<file path="config.mk">
export PLATFORM = sky130hd
export DESIGN_NAME = sobel_dsm_writer
export DESIGN_NICKNAME = d
export VERILOG_FILES = /design/src/rtl/sobel_dsm_writer.sv
export SDC_FILE = /design/constraint.sdc
export NUM_CORES = 1
export LEC_CHECK = 0
export CORE_AREA = 4 4 295 297
export CTS_CLUSTER_SIZE = 28
export DETAILED_ROUTE_END_ITERATION = 10
export DIE_AREA = 0 0 299 301
export DONT_BUFFER_PORTS = 1
export PLACE_DENSITY_LB_ADDON = 0.1
export SETUP_SLACK_MARGIN = 0.3
export SLEW_MARGIN = 20
export SYNTH_ARGS = -nofsm -noshare
export SYNTH_HDL_FRONTEND = slang
export SYNTH_SLANG_ARGS = --single-unit
</file>
<file path="constraint.sdc">
create_clock -name clk -period 12.7 [get_ports clk]
set_clock_uncertainty 0.15 [all_clocks]
set_input_delay 3.81 -clock clk [delete_from_list [all_inputs] [get_ports clk]]
set_output_delay 3.81 -clock clk [all_outputs]
set_load 0.01 [all_outputs]
</file>
<file path="src/rtl/sobel_dsm_writer.sv">
// sobel_dsm_writer: writes one 64-byte status line to the host DSM area over CCI-P channel 1.
//
// A single-cycle report_req captures a status code, payload, the DSM base address and a
// snapshot of a free-running 64-bit cycle counter. The block then issues one WRLINE_I,
// waits for the matching write response (bounded by RSP_TIMEOUT) and pulses done.
//
// Ports
//   clk          single clock
//   reset        asynchronous active-high reset
//   hc_dsm_base  DSM cache-line address from host software (0 = not programmed)
//   report_req   one-cycle request to write a status line
//   report_code  status code sampled with report_req
//   report_data  status payload sampled with report_req
//   c1TxAlmFull  channel-1 almost-full back-pressure
//   c1Rx         channel-1 write response channel
//   c1Tx         channel-1 write request channel
//   busy         high while a report is in flight
//   done         one-cycle pulse when the write is acknowledged
//   error        sticky: response timeout or report with null base
//   overrun      sticky: report_req dropped while busy

// Minimal CCI-P channel-1 type subset used by this block.
package ccip_if_pkg;
    typedef logic [63:0]  t_hc_address;
    typedef logic [41:0]  t_ccip_clAddr;
    typedef logic [15:0]  t_ccip_mdata;
    typedef logic [511:0] t_ccip_clData;

    typedef enum logic [1:0] {
        eVC_VA  = 2'h0,
        eVC_VL0 = 2'h1,
        eVC_VH0 = 2'h2,
        eVC_VH1 = 2'h3
    } t_ccip_vc;

    typedef enum logic [1:0] {
        eCL_LEN_1 = 2'h0,
        eCL_LEN_2 = 2'h1,
        eCL_LEN_4 = 2'h3
    } t_ccip_clLen;

    typedef enum logic [3:0] {
        eREQ_WRLINE_I = 4'h0,
        eREQ_WRLINE_M = 4'h1,
        eREQ_WRPUSH_I = 4'h2,
        eREQ_WRFENCE  = 4'h4,
        eREQ_INTR     = 4'h6
    } t_ccip_c1_req;

    typedef enum logic [3:0] {
        eRSP_WRLINE  = 4'h0,
        eRSP_WRFENCE = 4'h4,
        eRSP_INTR    = 4'h6
    } t_ccip_c1_rsp;

    typedef struct packed {
        t_ccip_vc     vc_sel;
        logic         sop;
        t_ccip_clLen  cl_len;
        t_ccip_c1_req req_type;
        t_ccip_clAddr address;
        t_ccip_mdata  mdata;
    } t_ccip_c1_ReqMemHdr;

    typedef struct packed {
        t_ccip_vc     vc_used;
        logic         hit_miss;
        logic         format;
        logic [1:0]   cl_num;
        t_ccip_c1_rsp resp_type;
        t_ccip_mdata  mdata;
    } t_ccip_c1_RspMemHdr;

    typedef struct packed {
        t_ccip_c1_ReqMemHdr hdr;
        t_ccip_clData       data;
        logic               valid;
    } t_if_ccip_c1_Tx;

    typedef struct packed {
        t_ccip_c1_RspMemHdr hdr;
        logic               rspValid;
    } t_if_ccip_c1_Rx;
endpackage

module sobel_dsm_writer
    import ccip_if_pkg::*;
#(
    parameter logic [15:0] MDATA_TAG   = 16'hD5A0,
    parameter int unsigned RSP_TIMEOUT = 4096
) (
    input  logic           clk,
    input  logic           reset,
    input  t_hc_address    hc_dsm_base,
    input  logic           report_req,
    input  logic [31:0]    report_code,
    input  logic [63:0]    report_data,
    input  logic           c1TxAlmFull,
    input  t_if_ccip_c1_Rx c1Rx,
    output t_if_ccip_c1_Tx c1Tx,
    output logic           busy,
    output logic           done,
    output logic           error,
    output logic           overrun
);
    localparam int unsigned     TmoW    = $clog2(RSP_TIMEOUT + 1);
    localparam logic [TmoW-1:0] TmoLast = TmoW'(RSP_TIMEOUT - 1);

    typedef enum logic [1:0] {StIdle, StIssue, StWaitRsp, StDone} state_e;

    state_e          state_q, state_d;
    logic [63:0]     cnt_q;
    logic [31:0]     seq_q, seq_d;
    logic [TmoW-1:0] tmo_q, tmo_d;
    logic            valid_q, valid_d;
    logic            done_q, done_d;
    logic            error_q, overrun_q;
    logic [31:0]     code_q;
    logic [63:0]     data_q;
    logic [41:0]     base_q;
    logic [63:0]     snap_q;

    logic latch;
    logic error_set;
    logic rsp_ok;

    assign rsp_ok = c1Rx.rspValid && (c1Rx.hdr.resp_type == eRSP_WRLINE) &&
                    (c1Rx.hdr.mdata == MDATA_TAG);

    // Response header fields this block does not need.
    logic unused_rsp_bits;
    assign unused_rsp_bits = ^{c1Rx.hdr.vc_used, c1Rx.hdr.hit_miss, c1Rx.hdr.format,
                               c1Rx.hdr.cl_num};

    // valid_q is loaded from the almost-full value of the preceding cycle, so the request
    // goes out in the cycle right after report_req when there is no back-pressure.
    always_comb begin
        state_d   = state_q;
        seq_d     = seq_q;
        tmo_d     = tmo_q;
        valid_d   = 1'b0;
        done_d    = 1'b0;
        latch     = 1'b0;
        error_set = 1'b0;
        unique case (state_q)
            StIdle: begin
                if (report_req) begin
                    if (hc_dsm_base != '0) begin
                        latch   = 1'b1;
                        valid_d = !c1TxAlmFull;
                        state_d = StIssue;
                    end else begin
                        error_set = 1'b1;
                    end
                end
            end
            StIssue: begin
                if (valid_q) begin
                    state_d = StWaitRsp;
                    tmo_d   = '0;
                end else begin
                    valid_d = !c1TxAlmFull;
                end
            end
            StWaitRsp: begin
                // A response in the final allowed cycle wins over the timeout.
                if (rsp_ok) begin
                    state_d = StDone;
                    done_d  = 1'b1;
                    seq_d   = seq_q + 32'd1;
                end else if (tmo_q == TmoLast) begin
                    state_d   = StIdle;
                    error_set = 1'b1;
                end else begin
                    tmo_d = tmo_q + TmoW'(1);
                end
            end
            StDone: begin
                state_d = StIdle;
            end
            default: begin
                state_d = StIdle;
            end
        endcase
    end

    always_ff @(posedge clk or posedge reset) begin
        if (reset) begin
            state_q   <= StIdle;
            cnt_q     <= '0;
            seq_q     <= '0;
            tmo_q     <= '0;
            valid_q   <= 1'b0;
            done_q    <= 1'b0;
            error_q   <= 1'b0;
            overrun_q <= 1'b0;
            code_q    <= '0;
            data_q    <= '0;
            base_q    <= '0;
            snap_q    <= '0;
        end else begin
            state_q <= state_d;
            cnt_q   <= cnt_q + 64'd1;
            seq_q   <= seq_d;
            tmo_q   <= tmo_d;
            valid_q <= valid_d;
            done_q  <= done_d;
            if (error_set) begin
                error_q <= 1'b1;
            end
            if (report_req && (state_q != StIdle)) begin
                overrun_q <= 1'b1;
            end
            if (latch) begin
                code_q <= report_code;
                data_q <= report_data;
                base_q <= hc_dsm_base[41:0];
                snap_q <= cnt_q;
            end
        end
    end

    always_comb begin
        c1Tx                  = '0;
        c1Tx.hdr.vc_sel       = eVC_VA;
        c1Tx.hdr.sop          = 1'b1;
        c1Tx.hdr.cl_len       = eCL_LEN_1;
        c1Tx.hdr.req_type     = eREQ_WRLINE_I;
        c1Tx.hdr.address      = base_q;
        c1Tx.hdr.mdata        = MDATA_TAG;
        c1Tx.data[31:0]       = 32'h1;
        c1Tx.data[63:32]      = code_q;
        c1Tx.data[127:64]     = data_q;
        c1Tx.data[191:128]    = snap_q;
        c1Tx.data[223:192]    = seq_q;
        c1Tx.valid            = valid_q;
    end

    assign busy    = (state_q != StIdle);
    assign done    = done_q;
    assign error   = error_q;
    assign overrun = overrun_q;

endmodule

</file>
==> out/metrics.yaml, run 1 <==
status: "completed"
cts_root_buf: "clkbuf_16"
grt_pass1_vias: 8913
syn_avg_cell_area_um2: 12.0
first_iter_violations: 289
worstMarginPinSlew_ns: 1.26
routedWlPerCell_um: 18.5
firstDrtPassIters: 6
post_cts_resized: 0
start_util: 0.184
worstPathCellList: "nor4_1 -> nand4_1 -> nor4_1 -> buf_4 -> nor2_4 -> buf_12 -> mux2_2"
syn2layout_area_growth_pct: 10.3
viasPerCell: 3.43
io-pin-count: 775
cts_sinks: 317
clockBufferDepth: 3
setup_viol: 0
slowest_delay_ns: 0.70
synth_largest_area_cell: "dfrtp_1"
cts_tree: "built"
finalNonFillerCells: 2500
critPathLaunchType: "primary input"
power_density_nw_per_um2: 197
syn_area_um2: 15600
power_mw: 3.38
slew_headroom: 0.159
ir_worst_vdd_v: 0.0000983
arrival_ns: 6.99
worstPathMaxFanout: 168
dp.cells: 2423
die_w_um: 299
htree_levels: 2
fin_crit_sh: 0.527
gp_congestion: 0.764
crit_top_cell: "nor4_1"
ant_nets: 0
critPathRequiredTime_ns: 13.00
synth_cell_types: 46
p_leak_nw: 7.76
critical_path.slowest_cell: "nor4_1"
cp_num_buf_inv: 2
slew_viol_final: 0
postRouteWirelength_um: 46300
maxCapViolations: 0
core_area_um2: 84600
clk_latency_ns: 0.57
ys_seq_elements: 317
numCtsBuffers: 43
drive_gt1_frac: 0.225
crit_type: "primary input to register"
grt_first_pass_wirelength_um: 65300
final-hold-violation-count: 0
min_path_cells: 1
path_delay_family: "simple AND/OR/NAND/NOR gates"
synth_top_cells_by_area: "dfrtp_1, buf_4, mux2_2"
hpwl_um: 34400
vias: 8571
max_freq_mhz: 150
final_cell_mix: "conb_1, dfrtp_1, mux2_2"
synth_edf_count: 0
endpoint_kind: "register"
postCtsSetupBuffers: 0
portBuffers: 0
ys.flop_type: "dfrtp_1"
synth_top_area_frac: 0.509
grt_max_degree: 169
fillers: 9111
fin_crit_ns: 6.69
async_reset_ff_frac: 1.00
fp-row-count: 107
drc: 0
gr-total-overflow: 0
synth_warnings: 0
layout_commonest_cell: "conb_1"
min_path_type: "register to register"
clk_pin_slew_worst_paths_ns: 0.06
grt_setup_unrepaired: "no"
grt_antenna_before_repair: 3
cp.depth: 7
yosysSeqAreaShare: 0.509
dieArea_um2: 90000
setup-tns-final_ns: 0
layout.nets: 1519
syn_inst: 1302
cts_hold_buffers: 0
grt_use_total: 0.0967
reg2reg_depth: 5
fp.dieH_um: 301
==> synth_stat cells, types with 2 or more instances <==
| master | n |
|---|---|
| nor4_1 | 25 |
| mux2_2 | 203 |
| xnor2_1 | 47 |
| or4_4 | 2 |
| dfrtp_1 | 317 |
| nor3_1 | 24 |
| mux2i_1 | 2 |
| and3_1 | 10 |
| or3_1 | 5 |
| nor4_2 | 4 |
| and4_1 | 12 |
| a21oi_1 | 7 |
| o211ai_1 | 4 |
| buf_4 | 346 |
| nand3_1 | 39 |
| buf_6 | 2 |
| nand2_1 | 40 |
| and2_1 | 3 |
| ha_1 | 3 |
| or2_2 | 3 |
| nand2b_1 | 4 |
| nor2b_1 | 2 |
| clkbuf_1 | 29 |
| nand4_1 | 32 |
| conb_1 | 2 |
| inv_1 | 18 |
| or4_1 | 9 |
| nor3_2 | 7 |
| o21ai_0 | 6 |
| o31ai_1 | 5 |
| nor2_1 | 30 |
| xor2_1 | 46 |
==> sequential cells by signal, summed over array words and instances, names as in the netlist <==
register	cells
base_q	42
cnt_q	64
code_q	32
data_q	64
done	1
error	1
overrun	1
seq_q	32
snap_q	64
state_q	2
tmo_q	13
valid_q	1
==> cells by family after synthesis <==
kind of cell             synth area share
flip-flops                          0.509
XOR/XNOR                           0.0523
AO/OA/AOI/OAI                      0.0125
multiplexers                        0.148
AND/OR/NAND/NOR                    0.0955
adder cells (fa/ha/maj)           0.00241
other                            0.000482
buffers and inverters               0.180
==> per-stage QoR <==
| stage | worst slack [ns] | hold WS, ns | area (um2) | util |
|---|---|---|---|---|
| finish | 6.01 | 0.331 | 17200 | 0.203 |
| global route | 6.03 | 0.332 | 17200 | 0.203 |
| CTS | 6.08 | 0.330 | 17200 | 0.203 |
| detailed placement | 5.46 | 0.315 | 15700 | 0.185 |
| global placement | 5.50 | 0.319 | 15700 | 0.185 |
| floorplan | 4.52 | 0.290 | 16900 | - |
==> layout make-up <==
cell class | count | area [um2] | share of cell area
Multi-Input combinational cell | 933 | 6140 | 0.357
Clock inverter | 9 | 134 | 0.00779
Tap cell | 1144 | 1430 | 0.0833
Antenna cell | 1 | 2.50 | 0.000146
Sequential cell | 317 | 7930 | 0.462
Inverter | 18 | 71.3 | 0.00415
Clock buffer | 66 | 1330 | 0.0776
Timing Repair Buffer | 12 | 135 | 0.00786
==> worst paths after layout <==
check	slack [ns]	end	startpoint
worst max-delay path	6.01	snap_q[9]	hc_dsm_base[46]
worst min-delay path	0.33	cnt_q[63]	cnt_q[63]
worst max register to register	9.77	cnt_q[63]	cnt_q[11]
worst min register to register	0.33	cnt_q[63]	cnt_q[63]
max in group asynchronous	7.70	code_q[3]	reset
min in group asynchronous	3.23	snap_q[35]	reset
==> worst register-to-register path: stages (launching register included) <==
cell     delay [ns]
dfrtp_1        0.42
nand4_1        0.26
or4_1          0.66
nor2_1         0.73
nand4_1        0.37
xnor2_1        0.22
==> routing by layer <==
layer  GRT usage  vias up  routed length [um]  part of all wire
met2       0.169      485               23500              0.51
li1            -     3821                   -                 -
met3      0.0481       49                5800              0.13
met5           0        -                   7           0.00015
met1       0.104     4214               16200              0.35
met4      0.0235        2                 829             0.018
==> power by group <==
part / switching, mW / internal (mW)
Combinational: 0.237 / 0.270
Sequential: 0.361 / 1.26
Clock: 0.489 / 0.763
Total: 1.09 / 2.29
Note: power is estimated with default switching activity, not from simulation.
==> run 2: changes to the inputs <==
clock period = 6.5 ns   (was 12.7 ns; I/O delays follow)
==> run 2 against run 1 <==
Clock power is 90% higher. Non-clock buffer count is 2 lower. Total power is 93% higher.
==> out/metrics.yaml, run 2 (same netlist as run 1, synthesis figures left out) <==
grt_setup_unrepaired: "no"
design_area_um2: 17100  # -0.50%
fp.dieH_um: 301  # unchanged
hpwl_um: 33900  # -1.6%
ir_worst_vdd_v: 0.000216  # +120%
viasPerCell: 3.44  # +0.33%
ant_nets: 0  # unchanged
grt_antenna_before_repair: 6  # +3
clockBufferDepth: 3  # unchanged
layout_commonest_cell: "conb_1"
io-pin-count: 775  # unchanged
postCtsSetupBuffers: 0  # unchanged
largest_registers: "cnt_q x64, data_q x64, snap_q x64"
portBuffers: 0  # unchanged
start_util: 0.184  # unchanged
min_path_type: "register to register"
setup_viol: 0  # unchanged
critPathRequiredTime_ns: 6.79  # -6.21 ns
fp-row-count: 107  # unchanged
cts_hold_buffers: 0  # unchanged
gr-total-overflow: 0  # unchanged
power_mw: 6.54  # +93%
grt_use_met2: 0.165  # -0.00478
cts_tree: "built"
top_usage_layer: "met2"
cts_sinks: 317  # unchanged
first_iter_violations: 274  # -5.2%
post_cts_resized: 0  # unchanged
setup-tns-final_ns: 0  # unchanged
slew_viol_final: 0  # unchanged
final_core_util: 0.202  # -0.00102
clk_pin_slew_worst_paths_ns: 0.06  # about the same
worstPathMaxFanout: 166  # -1.2%
cts_root_buf: "clkbuf_16"
power_density_nw_per_um2: 382  # +94%
fin_crit_sh: 0.733
grt_first_pass_wirelength_um: 64100  # -1.8%
arrival_ns: 5.06  # -1.93 ns
use_met3: 0.0463  # -0.00180
final_cell_mix: "conb_1, dfrtp_1, mux2_2"
layout.nets: 1516  # -0.20%
drc: 0  # unchanged
grt_use_total: 0.0952  # -0.00149
gp_congestion: 0.731  # -4.3%
grt_max_degree: 167  # -1.2%
max_freq_mhz: 210
slew_headroom: 0.229  # +0.0696
htree_levels: 2  # unchanged
numCtsBuffers: 42  # -2.3%
maxCapViolations: 0  # unchanged
status: "completed"
final-hold-violation-count: 0  # unchanged
core_area_um2: 84600  # unchanged
clk_latency_ns: 0.57  # about the same
critPathLaunchType: "primary input"
syn2layout_area_growth_pct: 9.76
crit_type: "primary input to register"
grt_use_met1: 0.103  # -0.00132
vias: 8596  # +0.29%
firstDrtPassIters: 4  # -2
fin_crit_ns: 4.76
die_w_um: 299  # unchanged
endpoint_kind: "register"
grt_pass1_vias: 8766  # -1.6%
drive_gt1_frac: 0.222  # -0.00262
worstMarginPinSlew_ns: 1.16  # -0.104 ns
routedWlPerCell_um: 18.4  # -0.43%
dieArea_um2: 90000  # unchanged
placed_cell_area_um2: 15700  # about the same
postRouteWirelength_um: 46000  # -0.47%
p_leak_nw: 7.72  # -0.59%
-- run 2: changes by cell type in the layout (fill, tap and decap cells not counted) --
cell,delta
clkbuf_1,+2
diode_2,+1
clkinv_4,+1
clkbuf_16,-2
clkbuf_8,-4
inv_6,+1
buf_16,-1
clkinv_2,+2
clkinv_8,-1
buf_12,+1
inv_16,+1
buf_4,-2
-- run 2: worst paths after layout --
kind	start	endpoint	slack (ns)	depth (start not counted)
max	hc_dsm_base[46]	snap_q[46]	1.74	7
min	cnt_q[63]	cnt_q[63]	0.33	1
max reg2reg	cnt_q[12]	cnt_q[63]	3.44	5
min reg2reg	cnt_q[63]	cnt_q[63]	0.33	1
max in group asynchronous	reset	base_q[19]	3.81	2
min in group asynchronous	reset	snap_q[29]	1.08	1
-- run 2: power breakdown --
part / internal [mW] / leakage [nW] / switching [mW] / total, mW
Combinational: 0.524 / 2.96 / 0.467 / 0.991
Clock: 1.41 / 0.689 / 0.974 / 2.38
Sequential: 2.46 / 4.07 / 0.702 / 3.17
-- run 2: per-layer routing --
metal / wire, um / vias to the layer above
li1: - / 3823
met1: 16300 / 4218
met2: 23100 / 483
met3: 5650 / 68
met4: 925 / 4
met5: 28 / -
-- run 2: metrics by stage --
stage	hold WS (ns)	cells	setup slack [ns]
floorplan	0.290	1645	0.175
global placement	0.321	2422	1.18
detailed placement	0.323	2422	1.14
CTS	0.333	2497	1.77
global route	0.347	2499	1.74
finish	0.330	2499	1.74
-- run 2: final cells by class --
type	count	area (um2)
Antenna cell	2	5.00
Clock buffer	62	1240
Clock inverter	13	165
Fill cell	9163	67500
Inverter	18	71.3
Multi-Input combinational cell	933	6140
Sequential cell	317	7930
Tap cell	1144	1430
Timing Repair Buffer	10	113
-- run 2: worst max-delay path: stages --
cell and delay (ns):
nor4_1 0.70, nand4_1 0.36, nor4_1 0.65, buf_4 0.25, nor2_4 0.05, buf_12 0.22, mux2_2 0.51
